**config.mk**
```make
export PLATFORM = sky130hd
export DESIGN_NAME = backoff_cnt_bank_flat
export DESIGN_NICKNAME = d
export VERILOG_FILES = /design/src/rtl/backoff_cnt_bank_if.sv /design/src/rtl/backoff_cnt_bank.sv /design/src/flat_wrapper.sv
export SDC_FILE = /design/constraint.sdc
export NUM_CORES = 1
export LEC_CHECK = 0
export ABC_AREA = 0
export CORE_MARGIN = 2
export CORE_UTILIZATION = 40
export CTS_CLUSTER_DIAMETER = 150
export CTS_CLUSTER_SIZE = 10
export DETAILED_ROUTE_END_ITERATION = 8
export GPL_TIMING_DRIVEN = 0
export HOLD_SLACK_MARGIN = 0.15
export SLEW_MARGIN = 20
export SYNTH_ARGS = -nofsm -noshare
export SYNTH_HDL_FRONTEND = slang
export SYNTH_SLANG_ARGS = --single-unit
```
**constraint.sdc**
```tcl
create_clock -name macCoreClk -period 5.4 [get_ports macCoreClk]
set_input_delay 1.08 -clock macCoreClk [delete_from_list [all_inputs] [get_ports macCoreClk]]
set_output_delay 1.08 -clock macCoreClk [all_outputs]
set_load 0.1 [all_outputs]
```
**src/rtl/backoff_cnt_bank_if.sv**
```systemverilog
// backoff_cnt_bank_if: tx result / grant bundle between
// the MAC controller (master) and the backoff bank (slave).
interface backoff_cnt_bank_if #(
  parameter int NUM_AC = 4
);
  localparam int AW = (NUM_AC > 1) ? $clog2(NUM_AC) : 1;

  logic [AW-1:0]     txAc;
  logic              txSuccessful_p;
  logic              txFailed_p;
  logic [NUM_AC-1:0] retryLtReached;
  logic [NUM_AC-1:0] txGrant;
  logic [NUM_AC-1:0] internalColl_p;

  modport master (
    output txAc,
    output txSuccessful_p,
    output txFailed_p,
    output retryLtReached,
    input  txGrant,
    input  internalColl_p
  );

  modport slave (
    input  txAc,
    input  txSuccessful_p,
    input  txFailed_p,
    input  retryLtReached,
    output txGrant,
    output internalColl_p
  );
endinterface

```
**src/rtl/backoff_cnt_bank.sv**
```systemverilog
// backoff_cnt_bank: per-AC EDCA backoff counters with internal
// collision arbitration. Option: BACKOFF_AUTO_RELOAD_EN.
module backoff_cnt_bank #(
  parameter int NUM_AC     = 4,
  parameter int CNT_WIDTH  = 16,
  parameter int PRNG_WIDTH = 19,
  parameter int BACKOFFOFF = 0,
  parameter int RND_STRIDE = 3,
  parameter int CWRESET    = 5
) (
  input  logic                        macCoreClk,
  input  logic                        macCoreClkHardRst_n,
  input  logic                        macCoreClkSoftRst_n,
  input  logic [PRNG_WIDTH-1:0]       pseudoRandomNumber,
  input  logic [NUM_AC-1:0]           backoffCntLoad,
  input  logic [NUM_AC-1:0]           backoffCntEnable,
  input  logic                        tickSlot_p,
  backoff_cnt_bank_if.slave           tx,
  input  logic                        currentStateEvent,
  input  logic [4*NUM_AC-1:0]         cwMin,
  input  logic [4*NUM_AC-1:0]         cwMax,
  input  logic [2*NUM_AC-1:0]         backoffOffset,
  output logic [CNT_WIDTH*NUM_AC-1:0] backoffCntValue,
  output logic [4*NUM_AC-1:0]         currentCW,
  output logic [NUM_AC-1:0]           backoffExpired
);
  localparam int AW = (NUM_AC > 1) ? $clog2(NUM_AC) : 1;

  typedef enum logic [1:0] {
    S_IDLE  = 2'd0,
    S_COUNT = 2'd1,
    S_EXP   = 2'd2
  } st_e;

  st_e                  st_q  [NUM_AC];
  st_e                  st_d  [NUM_AC];
  logic [CNT_WIDTH-1:0] cnt_q [NUM_AC];
  logic [CNT_WIDTH-1:0] cnt_d [NUM_AC];
  logic [3:0]           cw_q  [NUM_AC];
  logic [3:0]           cw_d  [NUM_AC];
  logic [14:0]          rot   [NUM_AC];

  logic [NUM_AC-1:0] rld_q, rld_d;
  logic [NUM_AC-1:0] grant_q, grant_d;
  logic [NUM_AC-1:0] coll_q, coll_d;
  logic [NUM_AC-1:0] exp_v, res_v;
  logic [NUM_AC-1:0] succ_v, fail_v;
  logic [NUM_AC-1:0] win_v;

  // Per-channel rotated view of the PRNG; bit k is slice bit k.
  for (genvar g = 0; g < NUM_AC; g++) begin : g_rot
    for (genvar k = 0; k < 15; k++) begin : g_bit
      localparam int IX =
        (BACKOFFOFF + g * RND_STRIDE + k) % PRNG_WIDTH;
      assign rot[g][k] = pseudoRandomNumber[IX];
    end
  end

  function automatic logic [CNT_WIDTH-1:0] ld_val(
    input logic [14:0] r,
    input logic [3:0]  w,
    input logic [1:0]  off
  );
    logic [15:0] m;
    m = (16'd1 << w) - 16'd1;
    return CNT_WIDTH'(r & m[14:0]) + CNT_WIDTH'(off);
  endfunction

  // Decode tx results and arbitrate among expired channels.
  always_comb begin
    exp_v  = '0;
    res_v  = '0;
    succ_v = '0;
    fail_v = '0;
    win_v  = '0;
    coll_d = '0;
    for (int i = 0; i < NUM_AC; i++) begin
      exp_v[i]  = (st_q[i] == S_EXP);
      res_v[i]  = (tx.txSuccessful_p | tx.txFailed_p)
                  & (tx.txAc == AW'(i));
      succ_v[i] = tx.txSuccessful_p & (tx.txAc == AW'(i));
      fail_v[i] = tx.txFailed_p & (tx.txAc == AW'(i));
    end
    if (grant_q == '0) begin
      for (int i = 0; i < NUM_AC; i++) begin
        if (exp_v[i]) begin
          win_v    = '0;
          win_v[i] = 1'b1;
        end
      end
      coll_d = exp_v & ~win_v;
    end
    grant_d = (grant_q & ~res_v) | win_v;
  end

  // Contention window update, highest priority first.
  always_comb begin
    for (int i = 0; i < NUM_AC; i++) begin
      cw_d[i] = cw_q[i];
      if (currentStateEvent) begin
        cw_d[i] = cwMin[4*i +: 4];
      end else if (succ_v[i] | tx.retryLtReached[i]) begin
        cw_d[i] = cwMin[4*i +: 4];
      end else if (fail_v[i] | coll_d[i]) begin
        if (cw_q[i] >= cwMax[4*i +: 4])
          cw_d[i] = cwMax[4*i +: 4];
        else
          cw_d[i] = cw_q[i] + 4'd1;
      end
    end
  end

  // Per-channel next state and counter value.
  always_comb begin
    for (int i = 0; i < NUM_AC; i++) begin
      st_d[i]  = st_q[i];
      cnt_d[i] = cnt_q[i];
      rld_d[i] = 1'b0;
      unique case (st_q[i])
        S_IDLE: begin
          if (backoffCntLoad[i]) begin
            st_d[i]  = S_COUNT;
            cnt_d[i] = ld_val(rot[i], cw_q[i],
                              backoffOffset[2*i +: 2]);
          end
        end
        S_COUNT: begin
          if (backoffCntLoad[i] | rld_q[i]) begin
            cnt_d[i] = ld_val(rot[i], cw_q[i],
                              backoffOffset[2*i +: 2]);
          end else if (cnt_q[i] == '0) begin
            st_d[i] = S_EXP;
          end else if (backoffCntEnable[i] & tickSlot_p) begin
            cnt_d[i] = cnt_q[i] - CNT_WIDTH'(1);
          end
        end
        S_EXP: begin
          if (coll_d[i]) begin
            st_d[i]  = S_COUNT;
            cnt_d[i] = ld_val(rot[i], cw_d[i],
                              backoffOffset[2*i +: 2]);
          end else if (grant_q[i] & res_v[i]) begin
`ifdef BACKOFF_AUTO_RELOAD_EN
            st_d[i]  = S_COUNT;
            rld_d[i] = 1'b1;
`else
            st_d[i]  = S_IDLE;
`endif
          end
        end
        default: st_d[i] = S_IDLE;
      endcase
    end
  end

  // Drive the packed status outputs from registered state.
  always_comb begin
    backoffCntValue = '0;
    currentCW       = '0;
    backoffExpired  = '0;
    for (int i = 0; i < NUM_AC; i++) begin
      backoffCntValue[CNT_WIDTH*i +: CNT_WIDTH] = cnt_q[i];
      currentCW[4*i +: 4] = cw_q[i];
      backoffExpired[i]   = (st_q[i] == S_EXP);
    end
    tx.txGrant        = grant_q;
    tx.internalColl_p = coll_q;
  end

  // State registers; soft reset mirrors hard reset.
  always_ff @(posedge macCoreClk or negedge macCoreClkHardRst_n) begin
    if (!macCoreClkHardRst_n) begin
      for (int i = 0; i < NUM_AC; i++) begin
        st_q[i]  <= S_IDLE;
        cnt_q[i] <= '0;
        cw_q[i]  <= 4'(CWRESET);
      end
      rld_q   <= '0;
      grant_q <= '0;
      coll_q  <= '0;
    end else if (!macCoreClkSoftRst_n) begin
      for (int i = 0; i < NUM_AC; i++) begin
        st_q[i]  <= S_IDLE;
        cnt_q[i] <= '0;
        cw_q[i]  <= 4'(CWRESET);
      end
      rld_q   <= '0;
      grant_q <= '0;
      coll_q  <= '0;
    end else begin
      for (int i = 0; i < NUM_AC; i++) begin
        st_q[i]  <= st_d[i];
        cnt_q[i] <= cnt_d[i];
        cw_q[i]  <= cw_d[i];
      end
      rld_q   <= rld_d;
      grant_q <= grant_d;
      coll_q  <= coll_d;
    end
  end
endmodule
```
**src/flat_wrapper.sv**
```systemverilog
// flat-port wrapper written by rule: the top's interface ports become plain ports
module backoff_cnt_bank_flat 
#(
  parameter int NUM_AC     = 4,
  parameter int CNT_WIDTH  = 16,
  parameter int PRNG_WIDTH = 19,
  parameter int BACKOFFOFF = 0,
  parameter int RND_STRIDE = 3,
  parameter int CWRESET    = 5
)
  (macCoreClk, macCoreClkHardRst_n, macCoreClkSoftRst_n, pseudoRandomNumber, backoffCntLoad, backoffCntEnable, tickSlot_p, currentStateEvent, cwMin, cwMax, backoffOffset, backoffCntValue, currentCW, backoffExpired, tx_txAc, tx_txSuccessful_p, tx_txFailed_p, tx_retryLtReached, tx_txGrant, tx_internalColl_p);
  backoff_cnt_bank_if #(.NUM_AC(NUM_AC)) tx_i ();
  input  logic macCoreClk;
  input  logic macCoreClkHardRst_n;
  input  logic macCoreClkSoftRst_n;
  input  logic [PRNG_WIDTH-1:0] pseudoRandomNumber;
  input  logic [NUM_AC-1:0] backoffCntLoad;
  input  logic [NUM_AC-1:0] backoffCntEnable;
  input  logic tickSlot_p;
  input  logic currentStateEvent;
  input  logic [4*NUM_AC-1:0] cwMin;
  input  logic [4*NUM_AC-1:0] cwMax;
  input  logic [2*NUM_AC-1:0] backoffOffset;
  output logic [CNT_WIDTH*NUM_AC-1:0] backoffCntValue;
  output logic [4*NUM_AC-1:0] currentCW;
  output logic [NUM_AC-1:0] backoffExpired;
  input wire logic [$bits(tx_i.txAc)-1:0] tx_txAc;
  input wire logic [$bits(tx_i.txSuccessful_p)-1:0] tx_txSuccessful_p;
  input wire logic [$bits(tx_i.txFailed_p)-1:0] tx_txFailed_p;
  input wire logic [$bits(tx_i.retryLtReached)-1:0] tx_retryLtReached;
  output wire logic [$bits(tx_i.txGrant)-1:0] tx_txGrant;
  output wire logic [$bits(tx_i.internalColl_p)-1:0] tx_internalColl_p;
  assign tx_i.txAc = tx_txAc;
  assign tx_i.txSuccessful_p = tx_txSuccessful_p;
  assign tx_i.txFailed_p = tx_txFailed_p;
  assign tx_i.retryLtReached = tx_retryLtReached;
  assign tx_txGrant = tx_i.txGrant;
  assign tx_internalColl_p = tx_i.internalColl_p;
  backoff_cnt_bank #(.NUM_AC(NUM_AC), .CNT_WIDTH(CNT_WIDTH), .PRNG_WIDTH(PRNG_WIDTH), .BACKOFFOFF(BACKOFFOFF), .RND_STRIDE(RND_STRIDE), .CWRESET(CWRESET)) u_core (.macCoreClk(macCoreClk), .macCoreClkHardRst_n(macCoreClkHardRst_n), .macCoreClkSoftRst_n(macCoreClkSoftRst_n), .pseudoRandomNumber(pseudoRandomNumber), .backoffCntLoad(backoffCntLoad), .backoffCntEnable(backoffCntEnable), .tickSlot_p(tickSlot_p), .tx(tx_i), .currentStateEvent(currentStateEvent), .cwMin(cwMin), .cwMax(cwMax), .backoffOffset(backoffOffset), .backoffCntValue(backoffCntValue), .currentCW(currentCW), .backoffExpired(backoffExpired));
endmodule
```
==> results.md <==
* Non-filler cells, final at 2559
* Post-layout min period at 5.22 ns
* Initial DRC Count at 1537
* Placed cells at 2535
* DRC viols at 0
* Hold WS at 0.526 ns
* Commonest non-fill, non-tap cells in the layout: nand2_1 (218), nor2_1 (167), o21ai_0 (156)
* Final Hold Viols at 0
* Worst-path fanout max at 10
* Hold_buf cts at 0
* DPL Wire Length at 47200 µm
* Ports at 172
* WL final at 60700 µm
* Power per Cell Area at 467 nW/µm²
* Yosys reg bits at 95
* Syn Nets at 2105
* Final setup margin at 0.175 ns
* Gp weighted congestion at 0.966
* Largest net degree at the start of global routing at 55
* Max_slew headroom at 27.7%
* Power, Total at 7790 µW
* Vias in the first global route at 15.3k
* Most used DFF post-synth: dfrtp_1
* Setup TNS at 0 ns
* Layout overhead on the synthesized area at 21.8%
* Row cnt at 67
* WP data arrival at 5.52 ns
* H-Tree Level Count at 3
* Clk sinks at 95
* Die Y at 189 µm
* Gr usage total at 33.1%
* Global-route wire length before repair at 91100 µm
* RSZ-0062 raised after global routing: no
* Clk_lat worst skew at 0.39 ns
* Synth Instances at 1928
* Yosys Warn Count at 0
* Status: completed
* CTS tree: yes
* CORE AREA at 33600 µm²
* Initial antenna violation count at 1
* Distinct cell type count after synthesis at 93
* Setup crit end kind: flip-flop
* Worst-path clk slew at 0.08 ns
* EDFF count, synth at 0
* Final Skew at 0.0183 ns
* Worst hold path class: flip-flop to flip-flop
* Post-DR vias/cell at 6.38
* Congestion Overflow GR at 0
* Critical path type: primary input to flip-flop
* Worst hold path depth at 2
* Die area at 35700 µm²
* Slew Viols, Final at 0
* Max IR drop VDD at 0.370 mV
* Most common library cell in the layout ignoring fill and taps: nand2_1
* Final period utilization at 96.8%
* Pre-CTS setup slack at -0.726 ns
* Nets at 2282
* Critical Path RT at 5.69 ns
* Setup violations, final at 0
* Final ANT Viol Nets at 0
* Share of cells above drive strength 1 at 7.73%
* FF-to-FF path depth at 20
* I/O Buffers at 158
* Die width at 189 µm
* Worst R2R Setup Slack at 0.23 ns
* Syn Std Cell Area at 13700 µm²
* Vias at 16.3k
* Starting Density at 40.7%
* Deepest clock path buffer count at 2
* Setup crit start kind: primary input
* Post-synthesis sequential area ratio at 17.4%
* Root Driver: clkbuf_16
* 1st-pass router iterations at 5
* LEAKAGE at 0.00639 µW
* Asr flop ratio synth at 100%
* Synthesized area per cell at 7.10 µm²
* Filler cell count at 3421
* Top achievable clock speed at 191 MHz
* Tightest Pin Transition at 1.08 ns
* TritonCTS buffer count at 9
* Maxcap violations at 0
* Wire length per cell at 23.7 µm
-- per-layer routing --
metal / vias to the layer above / global-route usage (%) / wire length, µm
met4: 0 / 16.4 / 3100
met2: 808 / 52.2 / 27200
li1: 7440 / - / -
met5: - / 0 / 0
met1: 7895 / 43.9 / 25700
met3: 171 / 5.38 / 4690
-- metrics by stage --
step	utilization, %	cell area (µm²)
final	49.6	16700
after global routing	49.6	16700
after CTS	48.6	16300
after detailed placement	47.2	15900
after global placement	47.1	15800
after floorplan	-	13700
-- flip-flops by register name (all words and copies together), names as in the netlist --
register                  cells
u_core.backoffCntValue       64
u_core.currentCW             16
u_core.st_q                   8
u_core.tx.internalColl_p      3
u_core.tx.txGrant             4
-- Yosys cell counts, types with 11 or more instances --
cell type	n	area [µm²]
o31ai_1	17	128
a21o_1	18	135
and2_1	20	125
ha_1	89	1110
or3_1	27	169
a31oi_1	33	206
a21boi_0	11	82.6
clkbuf_1	89	334
inv_1	89	334
xnor2_1	87	762
nor3_1	64	320
buf_2	20	100
or4_1	15	113
nand2_1	220	826
o22ai_1	19	119
xor2_1	59	517
o21ai_0	163	816
nor4_1	44	275
nand2b_1	19	119
o31a_1	13	114
o21a_1	16	120
mux2i_1	13	130
a211oi_1	19	143
a221oi_1	11	96.3
nand4_1	39	244
nor2_1	174	653
nand3_1	67	335
a21oi_1	95	475
nor2b_1	23	144
o211ai_1	29	218
and3_1	22	138
or2_2	15	93.8
dfrtp_1	87	2180
a22oi_1	16	120
-- path summary, 6_finish.rpt --
kind / end / start
max in group asynchronous: u_core.currentCW[14]$_DFF_PN1_ / macCoreClkHardRst_n
setup reg to reg: u_core.backoffCntValue[11]$_DFFE_PN0P_ / u_core.st_q[2]$_DFFE_PN0P_
min in group asynchronous: u_core.backoffCntValue[17]$_DFFE_PN0P_ / macCoreClkHardRst_n
setup / recovery: u_core.backoffCntValue[30]$_DFFE_PN0P_ / tx_txFailed_p
hold / removal: u_core.st_q[1]$_DFFE_PN0P_ / u_core.st_q[1]$_DFFE_PN0P_
hold reg to reg: u_core.st_q[1]$_DFFE_PN0P_ / u_core.st_q[1]$_DFFE_PN0P_
-- report_power, final --
part           total (µW)  internal (µW)  switching (µW)
combinational        5700           1700            4000
sequential           1300            932             367
clock                 789            454             335
total                7790           3090            4700
-- cell families after synthesis --
family                     share of synthesized area [%]
AOI/OAI and AO/OA                                   28.1
xor gates and xnor gates                            9.34
adders and majority gates                           9.30
buffers and inverters                               6.07
DFF                                                 17.4
muxes                                               1.44
other                                             0.0274
and+or+nand+nor                                     28.3
-- final cells by class --
class / instances / area (µm²) / share of cell area (%)
Antenna cell: 1 / 2.50 / 0.0150
Multi-Input combinational cell: 1623 / 10900 / 65.1
Clock buffer: 9 / 225 / 1.35
Inverter: 92 / 345 / 2.07
Sequential cell: 95 / 2390 / 14.3
Timing Repair Buffer: 169 / 1690 / 10.1
Tap cell: 448 / 561 / 3.36
Buffer: 115 / 490 / 2.94
Clock inverter: 7 / 119 / 0.712
-- worst max-delay path: stages --
cell and delay [ns]:
clkdlybuf4s50_1 0.57, clkbuf_1 0.30, a32oi_1 0.57, nand2_1 0.15
and4_1 0.24, nor2_2 0.31, nand3_1 0.13, ha_1 0.32
nor2b_2 0.13, buf_4 0.13, fa_2 0.23, and3_1 0.20
o31a_1 0.21, nor2_1 0.12, nor4_1 0.42, xnor2_1 0.16
o31ai_1 0.25
-- repair_timing --
action,in CTS,in global routing
setup buffers,2,8
resized for setup,23,74
endpoints found under the setup margin,18,34
pin swaps,5,14
(Power assumes the default switching activity.)
